$ cat src/rtl/ecc_op_sequencer.sv
// Sequences encode / decode / full-channel operations over a shared ECC encoder and decoder.
// Results, error status and a saturating completion counter are held in registers.
module ecc_op_sequencer #(
  parameter int DATA_WIDTH = 32
) (
  input  logic                  clk,
  input  logic                  rst,
  input  logic                  start,
  input  logic [1:0]            ctrl,
  input  logic [DATA_WIDTH-1:0] data_in,
  input  logic [DATA_WIDTH-1:0] noise,
  output logic [DATA_WIDTH-1:0] enc_data,
  input  logic [DATA_WIDTH-1:0] enc_codeword,
  output logic [DATA_WIDTH-1:0] dec_codeword,
  input  logic [DATA_WIDTH-1:0] dec_data,
  input  logic [1:0]            dec_num_of_errors,
  output logic                  busy,
  output logic [DATA_WIDTH-1:0] data_out,
  output logic [1:0]            num_of_errors,
  output logic                  operation_done,
  output logic                  op_error,
  output logic [15:0]           ops_count
);

  typedef enum logic [1:0] {
    IDLE = 2'd0,
    ENC  = 2'd1,
    DEC  = 2'd2,
    DONE = 2'd3
  } state_t;

  localparam logic [1:0] OP_ENC  = 2'b00;
  localparam logic [1:0] OP_DEC  = 2'b01;
  localparam logic [1:0] OP_FULL = 2'b10;
  localparam logic [1:0] OP_ILL  = 2'b11;

  state_t                state_q, state_d;
  logic [1:0]            ctrl_q, ctrl_d;
  logic [DATA_WIDTH-1:0] data_q, data_d;
  logic [DATA_WIDTH-1:0] noise_q, noise_d;
  logic [DATA_WIDTH-1:0] codeword_q, codeword_d;
  logic [DATA_WIDTH-1:0] data_out_q, data_out_d;
  logic [1:0]            num_err_q, num_err_d;
  logic                  op_error_q, op_error_d;
  logic [15:0]           ops_count_q, ops_count_d;

  always_ff @(posedge clk) begin
    if (rst) begin
      state_q     <= IDLE;
      ctrl_q      <= OP_ENC;
      data_q      <= '0;
      noise_q     <= '0;
      codeword_q  <= '0;
      data_out_q  <= '0;
      num_err_q   <= 2'b00;
      op_error_q  <= 1'b0;
      ops_count_q <= 16'h0000;
    end else begin
      state_q     <= state_d;
      ctrl_q      <= ctrl_d;
      data_q      <= data_d;
      noise_q     <= noise_d;
      codeword_q  <= codeword_d;
      data_out_q  <= data_out_d;
      num_err_q   <= num_err_d;
      op_error_q  <= op_error_d;
      ops_count_q <= ops_count_d;
    end
  end

  always_comb begin
    state_d     = state_q;
    ctrl_d      = ctrl_q;
    data_d      = data_q;
    noise_d     = noise_q;
    codeword_d  = codeword_q;
    data_out_d  = data_out_q;
    num_err_d   = num_err_q;
    op_error_d  = 1'b0;
    ops_count_d = ops_count_q;

    case (state_q)
      IDLE: begin
        if (start) begin
          if (ctrl == OP_ILL) begin
            op_error_d = 1'b1;
          end else begin
            ctrl_d  = ctrl;
            data_d  = data_in;
            noise_d = noise;
            state_d = (ctrl == OP_DEC) ? DEC : ENC;
          end
        end
      end
      ENC: begin
        codeword_d = enc_codeword;
        if (ctrl_q == OP_FULL) begin
          state_d = DEC;
        end else begin
          // Publishing here makes the result visible during the DONE cycle.
          data_out_d = enc_codeword;
          num_err_d  = 2'b00;
          state_d    = DONE;
        end
      end
      DEC: begin
        data_out_d = dec_data;
        num_err_d  = dec_num_of_errors;
        state_d    = DONE;
      end
      DONE: begin
        if (ops_count_q != 16'hFFFF) begin
          ops_count_d = ops_count_q + 16'd1;
        end
        state_d = IDLE;
      end
      default: state_d = IDLE;
    endcase
  end

  assign enc_data     = (state_q == ENC) ? data_q : '0;
  // Full channel feeds the decoder the corrupted codeword; plain decode uses the operand as-is.
  assign dec_codeword = (state_q != DEC)     ? '0 :
                        (ctrl_q == OP_FULL)  ? (codeword_q ^ noise_q) : data_q;

  assign busy           = (state_q != IDLE);
  assign operation_done = (state_q == DONE);
  assign op_error       = op_error_q;
  assign data_out       = data_out_q;
  assign num_of_errors  = num_err_q;
  assign ops_count      = ops_count_q;

endmodule

$ cat config.mk
export PLATFORM = sky130hd
export DESIGN_NAME = ecc_op_sequencer
export DESIGN_NICKNAME = d
export VERILOG_FILES = /design/src/rtl/ecc_op_sequencer.sv
export SDC_FILE = /design/constraint.sdc
export NUM_CORES = 1
export LEC_CHECK = 0
export ABC_AREA = 1
export ABC_CLOCK_PERIOD_IN_PS = 3150
export BUFFER_PORTS_ARGS = -buffer_cell sky130_fd_sc_hd__buf_2
export CORE_MARGIN = 4
export CORE_UTILIZATION = 41
export DETAILED_ROUTE_END_ITERATION = 16
export PLACE_DENSITY = 0.66
export SLEW_MARGIN = 20
export SYNTH_ARGS = -nofsm -noshare
export SYNTH_HDL_FRONTEND = slang
export SYNTH_SLANG_ARGS = --single-unit
$ cat constraint.sdc
create_clock -name clk -period 3.15 [get_ports clk]
set_input_delay 0.4725 -clock clk [delete_from_list [all_inputs] [get_ports clk]]
set_output_delay 0.4725 -clock clk [all_outputs]
set_load 0.1 [all_outputs]
==> results of run 1 <==
[layout make-up]
type,instances,area [sq um],area share
Multi-Input combinational cell,690,3240,0.373
Sequential cell,151,3020,0.348
Timing Repair Buffer,261,1340,0.154
Clock buffer,24,502,0.0577
Tap cell,216,270,0.0311
Inverter,59,221,0.0255
Clock inverter,7,91.3,0.0105
Antenna cell,1,2.50,0.000288
[logic make-up (layout without fill, tap and decap cells)]
kind of cell	Yosys count	after routing	synth area share
adder cells (fa/ha/maj)	5	5	0.00922
AO/OA/AOI/OAI	248	248	0.190
XOR/XNOR	32	32	0.0413
AND/OR/NAND/NOR	405	405	0.235
other	0	1	0
flip-flops	151	151	0.445
buffers and inverters	124	351	0.0791
[registers in the layout, summed over array words and instances, names as in the netlist]
| register | cells |
|---|---|
| op_error | 1 |
| codeword_q | 32 |
| data_out | 32 |
| ops_count | 16 |
| noise_q | 32 |
| ctrl_q | 2 |
| num_of_errors | 2 |
| data_q | 32 |
| state_q | 2 |
[critical path, delay by kind of cell, from the launching register on]
family / cells / cell delay (ns)
flip-flops: 1 / 0.30
AO/OA/AOI/OAI: 2 / 0.20
AND/OR/NAND/NOR: 1 / 0.08
buffers and inverters: 4 / 1.35
[metrics by stage]
stage	area [sq um]	setup WS (ns)	instances	total power [mW]	util
floorplan	6790	0.0914	965	5.84	-
global placement	8100	0.740	1377	6.53	0.505
detailed placement	8100	0.665	1377	6.57	0.505
CTS	8700	0.322	1408	8.64	0.542
global route	8700	0.116	1408	9.06	0.542
finish	8700	0.332	1409	8.58	0.542
[Yosys cell counts (all sizes together)]
cell,instances
nand2,273
dfxtp,151
a21oi,114
nor2,102
o21ai,101
inv,59
clkbuf,38
a31oi,32
xnor2,32
buf,27
nand3,22
ha,5
nand4,3
nand3b,2
a221oi,1
and2,1
and3,1
nor3,1
[placed cells by master, fill, tap and decap left out, drive strengths merged]
master    instances
buf             261
ha                5
clkinvlp          1
bufinv            2
a221oi            1
inv              60
a31oi            32
clkinv            3
and3              1
nand3b            2
nand2           273
nand3            22
o21ai           101
nand4             3
nor3              1
clkbuf           24
xnor2            32
and2              1
nor2            102
dfxtp           151
a21oi           114
diode             1
[layer usage]
layer  wire, um  global-route usage  up-vias  part of all wire
met5          0                   0        -                 0
met4        250              0.0622        0             0.012
met3       1310              0.0415       17             0.063
met2       8880               0.312      220              0.43
met1      10200               0.322     3059              0.49
li1           -                   -     3553                 -
[worst max path at each step]
stage	start	end	slack (ns)	cells past startpoint
after floorplan	state_q[0]	dec_codeword[21]	0.09	6
after global placement	state_q[1]	num_of_errors[1]	0.74	8
after detailed placement	state_q[1]	num_of_errors[0]	0.67	8
after CTS	ctrl_q[0]	dec_codeword[26]	0.32	7
after global routing	ctrl_q[0]	dec_codeword[26]	0.12	7
final	ctrl_q[0]	dec_codeword[26]	0.33	7
[power by group through the flow]
stage / Clock [mW] / Sequential (mW) / Combinational (mW)
finish: 2.05 / 2.63 / 3.90
global route: 2.16 / 2.68 / 4.21
CTS: 2.09 / 2.63 / 3.92
detailed placement: 0 / 2.66 / 3.91
global placement: 0 / 2.66 / 3.87
floorplan: 0 / 3.55 / 2.28
==> impl_metrics.py, run 1 <==
metrics = {
    "outcome": {
        "status": "complete, no violations",
    },
    "timing": {
        "finalCritPeriodShare": 0.895,
        "setup_tns_ns": 0,
        "skew_ns": 0.00785,
        "relSlewSlack": 0.373,
        "worst_hold_slack_ns": 0.296,
        "hold_viol": 0,
        "slew_violations": 0,
        "rsz0062_at_grt": "no",
        "period_minus_slack_ns": 2.82,
        "fmax_mhz": 355,
        "tightest_slew_ns": 0.940,
        "setup_viol": 0,
    },
    "finish": {
        "areaGrowthSynthToFinish_pct": 28.2,
        "num-fill-cells": 1617,
        "drive_above_1_share": 0.255,
        "nNetsFinal": 1320,
    },
    "yosys": {
        "synth-seq-cells": 151,
        "synthesis.nets": 1105,
        "synth_top_area_cell": "dfxtp_1",
        "synth_area_sq_um": 6790,
        "synth_warnings": 0,
        "syn_inst": 965,
        "yosys-top-cells-area": "dfxtp_1 (45%), nand2_1 (15%), a21oi_1 (8.3%), o21ai_0 (7.0%), nor2_1 (5.5%)",
        "ys_types": 29,
        "avgSynthCellArea_sq_um": 7.03,
        "ys_seq_area_frac": 0.445,
        "yosys.area.top_type_share": 0.445,
    },
    "clocking": {
        "cts_resized": 0,
        "cts_made_buffers": 17,
        "cts_hold_buffers": 0,
        "clk_latency_ns": 0.42,
        "cts_sinks": 151,
        "clock_path_buffers": 2,
        "cts_tree": "built",
        "cts_setup_buffers": 0,
        "h-tree-depth": 4,
        "cts_root_buffer": "clkbuf_16",
        "clk_pin_slew_ns": 0.06,
    },
    "critical_path": {
        "reg2reg_from": "state_q[1]",
        "r2r_slack_ns": 0.68,
        "critical-path-max-stage-delay_ns": 0.56,
        "end_kind": "primary output",
        "crit_path_max_fanout": 56,
        "crit_slowest_cell": "inv_2",
        "worstRegToRegCells": 8,
        "reg2reg_to": "num_of_errors[0]",
        "crit_required_ns": 2.68,
        "start_kind": "register",
        "worstPathArrival_ns": 2.35,
        "crit_type": "register to primary output",
        "worstPathCellList": "inv_1 > nand2_1 > inv_2 > buf_4 > o21ai_1 > a21oi_1 > buf_2",
    },
    "placed_design": {
        "place_congestion": 0.799,
        "io_buffers": 251,
        "dp_hpwl_mm": 14.7,
    },
    "routing": {
        "postRouteAntennaNets": 0,
        "drt_pass1_iterations": 5,
        "vias": 6849,
        "finalWirelength_mm": 20.6,
        "dr.first_iter.drc_count": 437,
        "drc": 0,
        "wl_per_cell_um": 14.6,
        "viasPerCell": 4.86,
    },
    "power": {
        "power.density_nw_per_um2": 987,
        "peakVddDrop_uv": 484,
        "clkPwrFrac": 0.239,
        "intPower_mw": 4.44,
        "p_comb_frac": 0.455,
        "p_seq_frac": 0.306,
        "leakagePower_nw": 4.21,
        "swShare": 0.483,
        "p_sw_mw": 4.14,
    },
    "floorplanning": {
        "num_rows": 46,
        "dieHeight_um": 137,
        "io_pins": 252,
        "initial_core_util": 0.423,
        "core_area_sq_um": 16100,
        "die_w_um": 137,
        "die-area_sq_um": 18700,
    },
    "worst_hold_path": {
        "hold-path-endpoint": "data_q[9]",
        "hold_start": "data_in[9]",
        "hold-path-cell-count": 3,
        "worstHoldPathType": "input pin to register",
    },
    "global_route": {
        "grt_max_degree": 72,
        "track_usage": 0.215,
        "grt_pass1_vias": 6117,
        "grt-ovfl-total": 0,
        "antenna_found_initial": 0,
        "grt_first_pass_wirelength_mm": 31.9,
    },
    "job": {
        "max-cap-violations": 0,
    },
}
Power figures use the tool's default switching activity.
==> inputs of run 2 (changes only) <==
--- a/config.mk
+++ b/config.mk
@@ -11,6 +11,7 @@
 export CORE_MARGIN = 4
 export CORE_UTILIZATION = 41
 export DETAILED_ROUTE_END_ITERATION = 16
+export MAX_ROUTING_LAYER = met4
 export PLACE_DENSITY = 0.66
 export SLEW_MARGIN = 20
 export SYNTH_ARGS = -nofsm -noshare
==> impl_metrics.py, run 2 (synthesized netlist as in run 1, its figures left out) <==
metrics = {
    "outcome": {
        "status": "complete, no violations",
    },
    "clocking": {
        "cts_root_buffer": "clkbuf_16",
        "clk_latency_ns": 0.42,
        "cts_setup_buffers": 0,
        "cts_made_buffers": 17,
        "cts_hold_buffers": 0,
        "clock_path_buffers": 2,
        "cts_sinks": 151,
        "h-tree-depth": 4,
        "cts_resized": 0,
        "cts_tree": "built",
        "clk_pin_slew_ns": 0.06,
    },
    "timing": {
        "setup_tns_ns": 0,
        "tightest_slew_ns": 0.942,
        "relSlewSlack": 0.372,
        "period_minus_slack_ns": 2.82,
        "rsz0062_at_grt": "no",
        "worst_slack_ns": 0.335,
        "slew_violations": 0,
        "fmax_mhz": 355,
        "setup_viol": 0,
        "finalCritPeriodShare": 0.894,
        "hold_viol": 0,
        "skew_ns": 0.00817,
    },
    "power": {
        "leakagePower_nw": 4.21,
        "p_seq_frac": 0.306,
        "p_comb_frac": 0.455,
        "swShare": 0.483,
        "intPower_mw": 4.44,
        "peakVddDrop_uv": 482,
        "p_sw_mw": 4.15,
        "clkPwrFrac": 0.239,
        "power.density_nw_per_um2": 987,
    },
    "placed_design": {
        "io_buffers": 251,
        "place_congestion": 0.810,
        "place_worst_setup_slack_ns": 0.665,
        "dp_hpwl_mm": 14.7,
    },
    "worst_hold_path": {
        "worstHoldPathType": "input pin to register",
        "hold_start": "data_in[16]",
    },
    "routing": {
        "dr.first_iter.drc_count": 437,
        "wl_per_cell_um": 14.7,
        "postRouteAntennaNets": 0,
        "vias": 6921,
        "finalWirelength_mm": 20.7,
        "viasPerCell": 4.91,
        "drc": 0,
        "drt_pass1_iterations": 5,
    },
    "finish": {
        "final_common_cell": "nand2_1",
        "final_util": 0.542,
        "final_cell_mix": "nand2_1 (272), buf_2 (251), dfxtp_1 (151)",
        "nNetsFinal": 1320,
        "drive_above_1_share": 0.255,
        "areaGrowthSynthToFinish_pct": 28.2,
    },
    "floorplanning": {
        "initial_core_util": 0.423,
        "die_w_um": 137,
        "dieHeight_um": 137,
        "core_area_sq_um": 16100,
        "io_pins": 252,
        "num_rows": 46,
        "die-area_sq_um": 18700,
    },
    "critical_path": {
        "r2r_slack_ns": 0.70,
        "crit_required_ns": 2.68,
        "end_kind": "primary output",
        "worstPathCellList": "inv_1 > nand2_1 > inv_2 > buf_4 > o21ai_1 > a21oi_1 > buf_2",
        "crit_path_start": "ctrl_q[0]",
        "crit_type": "register to primary output",
        "crit_slowest_cell": "inv_2",
        "cp_num_buf_inv": 4,
        "start_kind": "register",
        "crit_path_max_fanout": 56,
        "critical-path-max-stage-delay_ns": 0.55,
        "worstPathArrival_ns": 2.34,
        "reg2reg_from": "state_q[1]",
        "cp_top_family": "buffers and inverters",
    },
    "global_route": {
        "track_usage": 0.221,
        "grt_pass1_vias": 6113,
        "grt_first_pass_wirelength_mm": 31.9,
        "antenna_found_initial": 0,
        "grt_max_degree": 72,
        "grt-ovfl-total": 0,
    },
    "job": {
        "max-cap-violations": 0,
    },
}
[run 2: cell counts in the layout (fill, tap and decap cells not counted)]
Identical to the previous run, type by type.
[run 2: per-layer routing]
layer  up-vias  GRT usage  wire length (um)
met2       235      0.313              8980
met1      3116      0.322             10200
met3        17     0.0393              1330
li1       3553          -                 -
met5         -          -                 0
met4         0     0.0622               252
[run 2: worst paths after layout]
check / end / cells after the start
worst min-delay path: data_q[16] / 3
worst min register to register: ctrl_q[1] / 2
worst max-delay path: dec_codeword[26] / 7
worst max register to register: num_of_errors[0] / 8
[run 2: per-stage QoR]
stage | hold WS, ns | instances | power, mW | instance area [sq um]
finish | 0.298 | 1409 | 8.59 | 8700
global route | 0.292 | 1408 | 9.06 | 8700
CTS | 0.280 | 1408 | 8.64 | 8700
detailed placement | 0.448 | 1377 | 6.57 | 8100
global placement | 0.438 | 1377 | 6.53 | 8100
floorplan | 0.429 | 965 | 5.84 | 6790
[run 2: area by class of cell]
type                    count  area, sq um
diodes                      1         2.50
clock buffers              24          502
clock inverters             7         91.3
fillers                  1617         7360
inverters                  59          221
multi-input cells         690         3240
flip-flops and latches    151         3020
well taps                 216          270
repair buffers            261         1340
[run 2: power by group through the flow]
stage,clock network [mW],logic [mW],registers (mW)
after floorplan,0,2.28,3.55
after global placement,0,3.87,2.66
after detailed placement,0,3.91,2.66
after CTS,2.09,3.92,2.63
after global routing,2.16,4.21,2.68
final,2.05,3.91,2.63
[run 2: worst reg2reg max path, cell delays in order, from the launching register on]
cell and delay (ns):
dfxtp_1 0.33, inv_1 0.10, ha_2 0.78, nand2_1 0.25, o21ai_4 0.10, buf_4 0.48
inv_1 0.14, nand2_1 0.08, a21oi_1 0.06
==> inputs of run 3 (changes only) <==
--- a/config.mk
+++ b/config.mk
@@ -9,10 +9,10 @@
 export ABC_CLOCK_PERIOD_IN_PS = 3150
 export BUFFER_PORTS_ARGS = -buffer_cell sky130_fd_sc_hd__buf_2
 export CORE_MARGIN = 4
-export CORE_UTILIZATION = 41
+export CORE_UTILIZATION = 53
 export DETAILED_ROUTE_END_ITERATION = 16
 export MAX_ROUTING_LAYER = met4
-export PLACE_DENSITY = 0.66
+export PLACE_DENSITY = 0.83
 export SLEW_MARGIN = 20
 export SYNTH_ARGS = -nofsm -noshare
 export SYNTH_HDL_FRONTEND = slang
==> impl_metrics.py, run 3 (synthesized netlist as in run 1, its figures left out) <==
metrics = {
    "placed_design": {
        "io_buffers": 251,
        "dp_hpwl_mm": 14.2,
        "place_congestion": 0.886,
        "placed_area_sq_um": 8060,
    },
    "power": {
        "power.density_nw_per_um2": 975,
        "p_sw_mw": 4.08,
        "clkPwrFrac": 0.220,
        "power_mw": 8.39,
        "swShare": 0.487,
        "leakagePower_nw": 4.20,
        "peakVddDrop_uv": 549,
        "p_comb_frac": 0.466,
        "p_seq_frac": 0.314,
        "intPower_mw": 4.31,
    },
    "clocking": {
        "clock_path_buffers": 2,
        "cts_root_buffer": "clkbuf_16",
        "cts_resized": 0,
        "cts_hold_buffers": 0,
        "clk_latency_ns": 0.41,
        "clk_pin_slew_ns": 0.06,
        "cts_made_buffers": 17,
        "cts_setup_buffers": 0,
        "h-tree-depth": 4,
        "cts_tree": "built",
        "cts_sinks": 151,
    },
    "floorplanning": {
        "num_rows": 41,
        "dieHeight_um": 121,
        "initial_core_util": 0.540,
        "core_area_sq_um": 12600,
        "die-area_sq_um": 14700,
        "io_pins": 252,
        "die_w_um": 121,
    },
    "timing": {
        "fmax_mhz": 360,
        "hold_viol": 0,
        "finalCritPeriodShare": 0.882,
        "tightest_slew_ns": 1.00,
        "relSlewSlack": 0.332,
        "slew_violations": 0,
        "setup_tns_ns": 0,
        "skew_ns": 0.00977,
        "rsz0062_at_grt": "no",
        "period_minus_slack_ns": 2.78,
        "setup_viol": 0,
    },
    "finish": {
        "final_common_cell": "nand2_1",
        "final_area_sq_um": 8600,
        "n_antenna_cell": 0,
        "final_cell_mix": "nand2_1 (272), buf_2 (251), dfxtp_1 (151)",
        "nNetsFinal": 1322,
        "final_util": 0.684,
        "drive_above_1_share": 0.254,
        "areaGrowthSynthToFinish_pct": 26.7,
        "num-fill-cells": 1117,
    },
    "global_route": {
        "antenna_found_initial": 0,
        "grt_pass1_vias": 6373,
        "track_usage": 0.270,
        "grt_first_pass_wirelength_mm": 31.0,
        "grt-ovfl-total": 0,
        "grt_max_degree": 72,
    },
    "routing": {
        "viasPerCell": 5.19,
        "dr.first_iter.drc_count": 540,
        "drc": 0,
        "drt_pass1_iterations": 5,
        "vias": 7088,
        "wl_per_cell_um": 14.6,
        "postRouteAntennaNets": 0,
        "finalWirelength_mm": 20.0,
    },
    "critical_path": {
        "crit_slowest_cell": "ha_2",
        "end_kind": "primary output",
        "crit_required_ns": 2.68,
        "worstPathArrival_ns": 2.31,
        "crit_type": "register to primary output",
        "worstPathCellList": "inv_1 > ha_2 > nand2_1 > inv_1 > buf_2",
        "crit_top_cell": "inv_1",
        "critical-path-max-stage-delay_ns": 0.78,
        "start_kind": "register",
        "crit_path_max_fanout": 47,
    },
    "job": {
        "max-cap-violations": 0,
    },
    "worst_hold_path": {
        "worstHoldPathType": "input pin to register",
    },
    "outcome": {
        "status": "complete, no violations",
    },
}
run 3: cell count changes in the layout (fill, tap and decap cells not counted):
cell	previous run	this run
bufinv_16	2	0
buf_4	9	11
clkinvlp_4	1	0
clkbuf_8	5	6
diode_2	1	0
inv_6	1	0
clkbuf_1	2	4
run 3: worst max-delay path: cells and delay by family (launching register included):
kind / cells / cell delay, ns
DFF: 1 / 0.33
buffers and inverters: 3 / 0.61
adders and majority gates: 1 / 0.78
and+or+nand+nor: 1 / 0.17
run 3: power groups by stage:
stage | registers (mW) | clock network (mW) | logic (mW)
CTS | 2.63 | 1.89 | 3.91
finish | 2.63 | 1.85 | 3.91
detailed placement | 2.66 | 0 | 3.89
floorplan | 3.55 | 0 | 2.28
global route | 2.68 | 1.95 | 4.19
global placement | 2.65 | 0 | 3.83
run 3: per-layer routing:
metal	track usage	vias to the layer above	part of all wire	wire length (um)
met2	0.392	331	0.44	8880
li1	-	3553	-	-
met1	0.375	3163	0.45	8960
met4	0.107	0	0.025	499
met5	-	-	0	0
met3	0.0462	41	0.082	1630
run 3: worst paths after layout:
path / cells after the start / slack [ns] / start / to
setup / recovery: 5 / 0.37 / state_q[1] / enc_data[2]
hold / removal: 3 / 0.31 / enc_codeword[11] / codeword_q[11]
hold reg to reg: 2 / 0.46 / num_of_errors[1] / num_of_errors[1]
setup reg to reg: 7 / 0.66 / state_q[1] / data_out[4]
run 3: final cells by class:
cell class	instances	area, sq um	area share
timing repair buffer	263	1360	0.158
tap	172	215	0.0250
inverter	59	221	0.0257
clock inverter	3	15.0	0.00175
multi-input combinational	690	3240	0.377
sequential	151	3020	0.351
clock buffer	27	523	0.0608
run 3: stage by stage:
step           instances  worst slack [ns]  hold WS, ns
2_1_floorplan        965            0.0914        0.429
3_3_place_gp        1335             0.787        0.444
3_5_place_dp        1335             0.693        0.457
4_1_cts             1365             0.342        0.287
5_1_grt             1365             0.236        0.296
6_report            1365             0.371        0.307
